### src/rtl/cpu_pkg.sv
// Shared CPU definitions: datapath widths, bubble encoding, halt opcode and
// the fetch-stage state encoding.
package cpu_pkg;

    localparam int ADDR_W  = 16;
    localparam int INSTR_W = 16;

    typedef logic [ADDR_W-1:0]  addr_t;
    typedef logic [INSTR_W-1:0] instr_t;
    typedef logic [3:0]         opcode_t;

    localparam instr_t  NOP_INSTR  = 16'h0000;
    localparam opcode_t HLT_OPCODE = 4'hF;

    typedef enum logic {
        FETCH_RUN  = 1'b0,
        FETCH_HALT = 1'b1
    } fetch_state_e;

    function automatic opcode_t opcode_of(input instr_t instr);
        return instr[15:12];
    endfunction

endpackage

### src/rtl/if_fetch_stage_if.sv
// Instruction-memory read port between the fetch stage (master) and IM (slave).
interface if_fetch_stage_if
    import cpu_pkg::*;
();

    addr_t  im_addr;
    logic   im_rd_en;
    instr_t im_instr;

    modport master (
        output im_addr,
        output im_rd_en,
        input  im_instr
    );

    modport slave (
        input  im_addr,
        input  im_rd_en,
        output im_instr
    );

endinterface

### src/rtl/if_fetch_stage_if_id_reg.sv
// IF/ID pipeline register: flush inserts a bubble and beats enable, so a
// redirect always squashes even while the hazard unit is stalling.
module if_id_reg
    import cpu_pkg::*;
#(
    parameter instr_t NOP = cpu_pkg::NOP_INSTR
) (
    input  logic   clk,
    input  logic   rst_n,
    input  logic   en_i,
    input  logic   flush_i,
    input  instr_t instr_i,
    input  addr_t  pc_plus1_i,
    output instr_t instr_o,
    output addr_t  pc_plus1_o,
    output logic   valid_o
);

    instr_t instr_q;
    addr_t  pc_plus1_q;
    logic   valid_q;

    // NOTE: reset is synchronous, so it lives inside the clocked branch and
    // every state update uses <= to avoid ordering races between flops.
    always_ff @(posedge clk) begin
        if (!rst_n) begin
            instr_q    <= NOP;
            pc_plus1_q <= '0;
            valid_q    <= 1'b0;
        end else if (flush_i) begin
            instr_q    <= NOP;
            pc_plus1_q <= '0;
            valid_q    <= 1'b0;
        end else if (en_i) begin
            instr_q    <= instr_i;
            pc_plus1_q <= pc_plus1_i;
            valid_q    <= 1'b1;
        end
    end

    assign instr_o    = instr_q;
    assign pc_plus1_o = pc_plus1_q;
    assign valid_o    = valid_q;

endmodule

### src/rtl/if_fetch_stage.sv
// Fetch stage: owns the PC, drives the IM read port and feeds IF/ID.
// Priority each cycle: reset > redirect > stall > halt-detect > normal.
module if_fetch_stage
    import cpu_pkg::*;
#(
    parameter addr_t   RESET_PC   = 16'h0000,
    parameter instr_t  NOP_INSTR  = cpu_pkg::NOP_INSTR,
    parameter opcode_t HLT_OPCODE = cpu_pkg::HLT_OPCODE
) (
    input  logic              clk,
    input  logic              rst_n,
    input  logic              stall_if_i,
    input  logic              branch_taken_i,
    input  addr_t             branch_target_i,
    if_fetch_stage_if.master  im,
    output instr_t            if_id_instr_o,
    output addr_t             if_id_pc_plus1_o,
    output logic              if_id_valid_o,
    output logic              halted_o
);

    fetch_state_e state_q;
    addr_t        pc_q;
    addr_t        pc_plus1;
    logic         hlt_seen;

    assign pc_plus1 = addr_t'(pc_q + 1'b1);
    assign hlt_seen = (opcode_of(im.im_instr) == HLT_OPCODE);

    always_ff @(posedge clk) begin
        if (!rst_n) begin
            pc_q    <= RESET_PC;
            state_q <= FETCH_RUN;
        end else if (branch_taken_i) begin
            pc_q    <= branch_target_i;
            state_q <= FETCH_RUN;
        end else if (!stall_if_i) begin
            case (state_q)
                FETCH_RUN: begin
                    // The HLT itself still enters IF/ID; only the PC freezes.
                    if (hlt_seen) state_q <= FETCH_HALT;
                    else          pc_q    <= pc_plus1;
                end
                FETCH_HALT: ;
                default:    state_q <= FETCH_RUN;
            endcase
        end
    end

    if_id_reg #(
        .NOP (NOP_INSTR)
    ) u_if_id_reg (
        .clk        (clk),
        .rst_n      (rst_n),
        .en_i       (!stall_if_i),
        .flush_i    (branch_taken_i | ((state_q == FETCH_HALT) & !stall_if_i)),
        .instr_i    (im.im_instr),
        .pc_plus1_i (pc_plus1),
        .instr_o    (if_id_instr_o),
        .pc_plus1_o (if_id_pc_plus1_o),
        .valid_o    (if_id_valid_o)
    );

    assign im.im_addr  = pc_q;
    assign im.im_rd_en = rst_n & (state_q != FETCH_HALT);
    assign halted_o    = (state_q == FETCH_HALT);

endmodule

### src/flat_wrapper.sv
// flat-port wrapper written by rule: the top's interface ports become plain ports
module if_fetch_stage_flat import cpu_pkg::*;
#(
    parameter addr_t   RESET_PC   = 16'h0000,
    parameter instr_t  NOP_INSTR  = cpu_pkg::NOP_INSTR,
    parameter opcode_t HLT_OPCODE = cpu_pkg::HLT_OPCODE
)
  (clk, rst_n, stall_if_i, branch_taken_i, branch_target_i, if_id_instr_o, if_id_pc_plus1_o, if_id_valid_o, halted_o, im_im_addr, im_im_rd_en, im_im_instr);
  if_fetch_stage_if im_i ();
  input  logic clk;
  input  logic rst_n;
  input  logic stall_if_i;
  input  logic branch_taken_i;
  input  addr_t branch_target_i;
  output instr_t if_id_instr_o;
  output addr_t if_id_pc_plus1_o;
  output logic if_id_valid_o;
  output logic halted_o;
  output wire logic [$bits(im_i.im_addr)-1:0] im_im_addr;
  output wire logic [$bits(im_i.im_rd_en)-1:0] im_im_rd_en;
  input wire logic [$bits(im_i.im_instr)-1:0] im_im_instr;
  assign im_im_addr = im_i.im_addr;
  assign im_im_rd_en = im_i.im_rd_en;
  assign im_i.im_instr = im_im_instr;
  if_fetch_stage #(.RESET_PC(RESET_PC), .NOP_INSTR(NOP_INSTR), .HLT_OPCODE(HLT_OPCODE)) u_core (.clk(clk), .rst_n(rst_n), .stall_if_i(stall_if_i), .branch_taken_i(branch_taken_i), .branch_target_i(branch_target_i), .im(im_i), .if_id_instr_o(if_id_instr_o), .if_id_pc_plus1_o(if_id_pc_plus1_o), .if_id_valid_o(if_id_valid_o), .halted_o(halted_o));
endmodule
### config.mk
export PLATFORM = sky130hd
export DESIGN_NAME = if_fetch_stage_flat
export DESIGN_NICKNAME = d
export VERILOG_FILES = /design/src/rtl/cpu_pkg.sv /design/src/rtl/if_fetch_stage_if.sv /design/src/rtl/if_fetch_stage_if_id_reg.sv /design/src/rtl/if_fetch_stage.sv /design/src/flat_wrapper.sv
export SDC_FILE = /design/constraint.sdc
export NUM_CORES = 1
export LEC_CHECK = 0
export BUFFER_PORTS_ARGS = -buffer_cell sky130_fd_sc_hd__buf_2
export CORE_ASPECT_RATIO = 1.5
export CORE_MARGIN = 3
export CORE_UTILIZATION = 55
export CTS_BUF_LIST = sky130_fd_sc_hd__clkbuf_4 sky130_fd_sc_hd__clkbuf_8
export DETAILED_ROUTE_END_ITERATION = 8
export MAX_ROUTING_LAYER = met4
export PLACE_DENSITY = 0.92
export SLEW_MARGIN = 20
export SYNTH_ARGS = -nofsm -noshare
export SYNTH_HDL_FRONTEND = slang
export SYNTH_HIERARCHICAL = 1
export SYNTH_SLANG_ARGS = --single-unit
### constraint.sdc
create_clock -name clk -period 3.26 [get_ports clk]
set_clock_uncertainty 0.2 [all_clocks]
set_input_delay 0.326 -clock clk [delete_from_list [all_inputs] [get_ports clk]]
set_output_delay 0.326 -clock clk [all_outputs]
set_load 0.01 [all_outputs]
==> impl_metrics.yaml, run 1 <==
floorplanning:
  die-height_um: 86.7
  floorplan.initialDensity_pct: 58.8
  fp-row-count: 28
  dieWidth_um: 59.8
  design.die.area_um2: 5190
  floorplan.core_area_um2: 4060
  num_io_pins: 87
yosys:
  post_synth_xor_area_fraction_pct: 6.96
  synth_seq_area_share_pct: 41.9
  dominantRegCellSynth: "sky130_fd_sc_hd__dfxtp_1"
  postSynthNetCount: 289
  ys_ff_latch: 50
  dominant_combinational_cell_family_by_area_after_synthesis: "simple AND/OR/NAND/NOR gates"
  synth_edf_count: 0
  adder_cell_share_of_the_synthesized_area_pct: 0.524
  synth.lib_cells_used.distinct: 39
  synth-simple-area-share_pct: 19.0
  yosysWarningCount: 6
  synth_area_in_compound_gates_pct: 10.3
  synthCells: 252
  async_reset_ff_share_pct: 0
  mappedNetlistArea_um2: 2390
  post_synth.cell_area_avg_um2: 9.48
  post_synth_mux_area_share_pct: 13.8
critical_path:
  cp_slowest_stage_delay_ns: 0.55
  critPathRequiredTime_ns: 3.29
  critical_path.max_fanout: 12
  criticalPathCategory: "flop to flop"
  timing.critical_path.to_type: "flop"
  rr_startpoint: "u_core/im.im_addr[1]"
  timing.critical_path.arrival_ns: 2.28
  worst_path_top_cell_family_by_delay: "simple AND/OR/NAND/NOR gates"
  path_cells: "ha_1 -> nand3_2 -> or2_4 -> or4_1 -> a31oi_1"
  reg2reg_setup_slack_ns: 1.01
  cp.buffers_inverters: 0
  startpoint_type: "flop"
  worst_setup_path_startpoint: "u_core/im.im_addr[1]"
  critPathSlowestCell: "sky130_fd_sc_hd__or4_1"
route:
  post_drt_via_cell_ratio: 5.58
  detailedRoute.firstIterationViolations: 82
  wire_length_per_cell_um: 14.7
  postRouteWirelength_mm: 5.49
  drc: 0
  number_of_iterations_in_the_first_detailed_routing_pass: 4
  route.vias.total: 2086
  antenna_violating_nets_post_route: 0
clocking:
  clock_latency_on_the_worst_skew_pair_ns: 0.30
  clock_tree.root_cell: "sky130_fd_sc_hd__clkbuf_8"
  hold_buffer_count_at_cts: 0
  cts_tree: "yes"
  h-tree-depth: 2
  tritoncts.num_buffers: 5
  ctsResizeCount: 0
  cts_post_setup_buffers_inserted: 0
  clock_sink_count: 50
  cts.reportedPaths.clkPinSlew_ns: 0.09
  clock_path_buffers: 2
placed_design:
  pre_cts_slack_ns: 1.09
  port-buffer-count: 86
  routabilityCongestion: 0.963
  detailed_place_hpwl_mm: 3.99
layout:
  num-nets-final: 365
  most_used_cells_in_the_layout_excluding_fill_and_tap_cells: "sky130_fd_sc_hd__buf_2, sky130_fd_sc_hd__dfxtp_1, sky130_fd_sc_hd__nor2_1"
  layout.filler_cells: 337
  layout.cells.most_common: "sky130_fd_sc_hd__buf_2"
  num_antenna_cells: 0
  layout-area-overhead-vs-synth_pct: 18.8
  layout-drive-gt1-share_pct: 30.4
pwr:
  power_leakage_nw: 1.37
  vdd_drop_max_uv: 420
  power_density_nw_per_um2: 450
global_routing:
  grt.total_usage_pct: 22.8
  first_global_vias: 2014
  antenna_found_initial: 0
  grt-ovfl-total: 0
  largest_net_degree_at_the_start_of_global_routing: 34
  first_pass_grt_wire_length_mm: 8.96
sta:
  clock.fmax_mhz: 445
  timing_max_transition_violations_final: 0
  worst-slew-pin-transition_ns: 0.797
  totalNegativeSetupSlack_ns: 0
  max-slew-margin-rel_pct: 46.8
  fin_worst_setup_slack_ns: 1.01
  timing.final.setup_violations: 0
  fin_crit_sh_pct: 69.0
  finalWorstPathRequiredPeriod_ns: 2.25
  grt_setup_unrepaired: "false"
  hold_vio_cnt_final: 0
hold_path:
  worst_hold_startpoint: "im_im_instr[8]"
  worst_hold_path_type: "primary input to flop"
outcome:
  run_status: "finished, final reports clean"
job:
  drv_cap: 0
## registers in the layout (all words and copies together) (netlist names)
| register | flops |
|---|---|
| u_core/u_if_id_reg/valid_o | 1 |
| u_core/im.im_addr | 16 |
| u_core/u_if_id_reg/instr_o | 16 |
| u_core/halted_o | 1 |
| u_core/u_if_id_reg/pc_plus1_o | 16 |
## report_power, final
part | total [W] | internal, W | leakage [nW] | switching (W)
Combinational | 0.000173 | 0.0000790 | 0.898 | 0.0000935
Sequential | 0.000669 | 0.000637 | 0.410 | 0.0000321
Clock | 0.000436 | 0.000230 | 0.0585 | 0.000206
Total | 0.00128 | 0.000946 | 1.37 | 0.000332
## cells in the mapped netlist, drive strengths merged (7+ instances only)
| cell | number | share of area [%] |
|---|---|---|
| xor2 | 10 | 3.7 |
| buf | 12 | 5.8 |
| o21ai | 17 | 3.6 |
| nor2 | 44 | 6.9 |
| a31oi | 7 | 1.8 |
| mux2i | 33 | 14 |
| dfxtp | 50 | 42 |
| xnor2 | 9 | 3.3 |
| nand3 | 8 | 2.4 |
## metal layers
layer	vias up	GRT usage, %	share of wire, %
li1	1039	-	-
met1	953	26.2	40
met2	81	38.0	52
met3	13	3.87	6.2
met4	0	9.68	2.4
met5	-	-	0
## per-stage QoR
step | hold slack (ns) | cells | total power, W | util (%) | area (um^2)
2_1_floorplan | 0.264 | 252 | 0.000797 | - | 2390
3_3_place_gp | 0.241 | 366 | 0.000849 | 67.0 | 2720
3_5_place_dp | 0.270 | 366 | 0.000855 | 67.0 | 2720
4_1_cts | 0.0547 | 374 | 0.00128 | 69.8 | 2840
5_1_grt | 0.0697 | 374 | 0.00134 | 69.9 | 2840
6_report | 0.0585 | 374 | 0.00128 | 69.9 | 2840
## worst paths after layout
check,to,cells past startpoint
worst max-delay path,u_core/im.im_addr[14],5
worst min-delay path,u_core/u_if_id_reg/instr_o[8],3
worst max register to register,u_core/im.im_addr[14],5
worst min register to register,u_core/u_if_id_reg/valid_o,2
## logic make-up (layout without fill, tap and decap cells)
family / after synthesis / count (layout)
AOI/OAI and AO/OA: 41 / 41
adders and majority gates: 1 / 1
xor gates and xnor gates: 19 / 19
buffers and inverters: 23 / 100
DFF: 50 / 50
muxes: 33 / 33
and+or+nand+nor: 85 / 85
## worst register-to-register path: stages (launching register included)
cell and delay [ns]:
sky130_fd_sc_hd__dfxtp_1 0.47, sky130_fd_sc_hd__ha_1 0.32, sky130_fd_sc_hd__nand3_2 0.13, sky130_fd_sc_hd__or2_4 0.33, sky130_fd_sc_hd__or4_1 0.55, sky130_fd_sc_hd__a31oi_1 0.18
## final cells by class
class	instances	area [um^2]	share of cell area, %
Inverter	5	18.8	0.661
Tap cell	45	56.3	1.98
Clock inverter	3	43.8	1.54
Clock buffer	5	68.8	2.42
Sequential cell	50	1000	35.3
Multi-Input combinational cell	179	1210	42.7
Timing Repair Buffer	87	438	15.4
(Power assumes the default switching activity.)
==> inputs of run 2 (changes only) <==
--- a/config.mk
+++ b/config.mk
@@ -8,11 +8,11 @@
 export BUFFER_PORTS_ARGS = -buffer_cell sky130_fd_sc_hd__buf_2
 export CORE_ASPECT_RATIO = 1.5
 export CORE_MARGIN = 3
-export CORE_UTILIZATION = 55
+export CORE_UTILIZATION = 46
 export CTS_BUF_LIST = sky130_fd_sc_hd__clkbuf_4 sky130_fd_sc_hd__clkbuf_8
 export DETAILED_ROUTE_END_ITERATION = 8
 export MAX_ROUTING_LAYER = met4
-export PLACE_DENSITY = 0.92
+export PLACE_DENSITY = 0.83
 export SLEW_MARGIN = 20
 export SYNTH_ARGS = -nofsm -noshare
 export SYNTH_HDL_FRONTEND = slang
==> constraint.sdc (replaced) <==
create_clock -name clk -period 1.9 [get_ports clk]
set_clock_uncertainty 0.2 [all_clocks]
set_input_delay 0.19 -clock clk [delete_from_list [all_inputs] [get_ports clk]]
set_output_delay 0.19 -clock clk [all_outputs]
set_load 0.01 [all_outputs]
==> run 2 against run 1 <==
Against the previous run: the run now ends with negative hold slack left; worst setup slack got worse by 0.98 ns; power increased by 72%; core utilization decreased by 2.2 points; clock power increased by 49%; critical path depth increased by 1; hold slack got worse by 0.064 ns; first-iteration DRC count increased by 12%; critical path type unchanged.
==> impl_metrics.yaml, run 2 (same netlist as run 1, synthesis figures left out) <==
placed_design:
  port-buffer-count: 86
  place_area_um2: 2920
  detailed_place_hpwl_mm: 4.42
  placed_cells_incl_taps: 405
  routabilityCongestion: 0.841
layout:
  num_antenna_cells: 0
  final_design_area_no_fill_um2: 3330
  layout.filler_cells: 383
  most_used_cells_in_the_layout_excluding_fill_and_tap_cells: "sky130_fd_sc_hd__buf_2, sky130_fd_sc_hd__dfxtp_1, sky130_fd_sc_hd__nor2_1"
  multi_input_area_um2: 1220
  layout.cells.most_common: "sky130_fd_sc_hd__buf_2"
  regArea_um2: 1010
  layout-area-overhead-vs-synth_pct: 39.5
  layout-drive-gt1-share_pct: 33.4
  fin_cells: 446
  utilization_pct: 67.7
  num-nets-final: 416
sta:
  max-slew-margin-rel_pct: 77.0
  clock.fmax_mhz: 534
  fin_hold_ws_ns: -0.00554
  timing_max_transition_violations_final: 0
  fin_crit_sh_pct: 98.5
  worst-slew-pin-transition_ns: 0.340
  hold_vio_cnt_final: 1
  timing.final.setup_violations: 0
  finalWorstPathRequiredPeriod_ns: 1.87
global_routing:
  antenna_found_initial: 0
  grt.total_usage_pct: 22.6
  first_pass_grt_wire_length_mm: 10.5
  largest_net_degree_at_the_start_of_global_routing: 34
  grt-ovfl-total: 0
  first_global_vias: 2271
outcome:
  run_status: "finished, violations left"
  violations_in_the_final_reports: "negative hold slack"
job:
  drv_cap: 0
route:
  route.vias.total: 2320
  wire_length_per_cell_um: 14.7
  detailedRoute.firstIterationViolations: 92
  antenna_violating_nets_post_route: 0
  drc: 0
  postRouteWirelength_mm: 6.53
  number_of_iterations_in_the_first_detailed_routing_pass: 4
  post_drt_via_cell_ratio: 5.20
floorplanning:
  dieWidth_um: 64.9
  fp-row-count: 31
  design.die.area_um2: 6110
  floorplan.core_area_um2: 4930
  num_io_pins: 87
  die-height_um: 94.3
  floorplan.initialDensity_pct: 48.5
pwr:
  p_switching_w: 0.000600
  clock_power_share_pct: 29.6
  sw_frac_of_total_pct: 27.3
  p_comb_share_pct: 19.0
  power_density_nw_per_um2: 661
  power_leakage_nw: 1.60
  p_int_w: 0.00160
  power_frac_seq_pct: 51.4
  vdd_drop_max_uv: 286
critical_path:
  critical_path.max_fanout: 8
  critPathRequiredTime_ns: 1.90
  timing.critical_path.to_type: "flop"
  timing.critical_path.arrival_ns: 1.87
  criticalPathCategory: "flop to flop"
  startpoint_type: "flop"
clocking:
  cts.reportedPaths.clkPinSlew_ns: 0.09
  clock_tree.root_cell: "sky130_fd_sc_hd__clkbuf_8"
  clock_path_buffers: 2
  cts_tree: "yes"
  h-tree-depth: 2
  clock_sink_count: 50
  clock_latency_on_the_worst_skew_pair_ns: 0.30
  tritoncts.num_buffers: 5
hold_path:
  worst_hold_path_type: "primary input to flop"
[run 2: cell count changes in the layout (fill, tap and decap cells not counted), sizes merged]
cell	change
clkbuf	+1
buf	+24
bufinv	-1
dlygate4sd3	+27
[run 2: layout make-up]
cell class | count | share of cell area (%)
clock inverters | 2 | 0.338
inverters | 5 | 0.563
multi-input cells | 179 | 36.7
well taps | 66 | 2.48
repair buffers | 138 | 27.1
clock buffers | 6 | 2.48
flip-flops and latches | 50 | 30.3
[run 2: what timing repair did]
item	4_1_cts	5_1_grt
gates resized for setup	1	2
setup buffers	4	2
hold buffers	27	0
pin swaps	0	4
endpoints found under the hold margin	27	0
endpoints found under the setup margin	4	4
[run 2: path summary, 6_finish.rpt]
kind | cells after the start | slack [ns] | endpoint | from
worst min register to register | 2 | 0.27 | u_core/u_if_id_reg/valid_o | u_core/u_if_id_reg/valid_o
worst min-delay path | 3 | -0.006 | u_core/im.im_addr[11] | branch_target_i[11]
worst max-delay path | 6 | 0.03 | u_core/im.im_addr[8] | u_core/im.im_addr[0]
worst max register to register | 6 | 0.03 | u_core/im.im_addr[8] | u_core/im.im_addr[0]
[run 2: stage by stage]
| stage | setup TNS, ns | hold slack (ns) | setup slack (ns) | power [W] |
|---|---|---|---|---|
| 2_1_floorplan | -0.00124 | 0.128 | -0.00124 | 0.00137 |
| 3_3_place_gp | 0 | 0.226 | 0.0562 | 0.00150 |
| 3_5_place_dp | -0.0177 | 0.234 | -0.0177 | 0.00151 |
| 4_1_cts | 0 | 0.00288 | 0.0164 | 0.00221 |
| 5_1_grt | -0.00781 | 0.0338 | -0.00453 | 0.00231 |
| 6_report | 0 | -0.00554 | 0.0279 | 0.00220 |
[run 2: routing by layer]
| metal | wire (um) | vias to the layer above | share of wire, % | GRT usage [%] |
|---|---|---|---|---|
| met5 | 0 | - | 0 | - |
| met4 | 210 | 0 | 3.2 | 11.1 |
| met3 | 320 | 13 | 4.9 | 3.35 |
| met2 | 3430 | 90 | 53 | 40.1 |
| met1 | 2570 | 1077 | 39 | 24.2 |
| li1 | - | 1140 | - | - |
[run 2: power by group through the flow]
stage	sequential [W]	clock [W]	combinational [W]
after floorplan	0.00119	0	0.000187
after global placement	0.00116	0	0.000345
after detailed placement	0.00116	0	0.000353
after CTS	0.00113	0.000662	0.000414
after global routing	0.00114	0.000711	0.000457
final	0.00113	0.000651	0.000419
[run 2: critical path: stages, from the launching register on]
cell and delay [ns]:
sky130_fd_sc_hd__dfxtp_4 0.37, sky130_fd_sc_hd__ha_4 0.17, sky130_fd_sc_hd__nand3_2 0.09, sky130_fd_sc_hd__or2_4 0.30
sky130_fd_sc_hd__buf_6 0.14, sky130_fd_sc_hd__o21a_1 0.18, sky130_fd_sc_hd__o311a_1 0.32
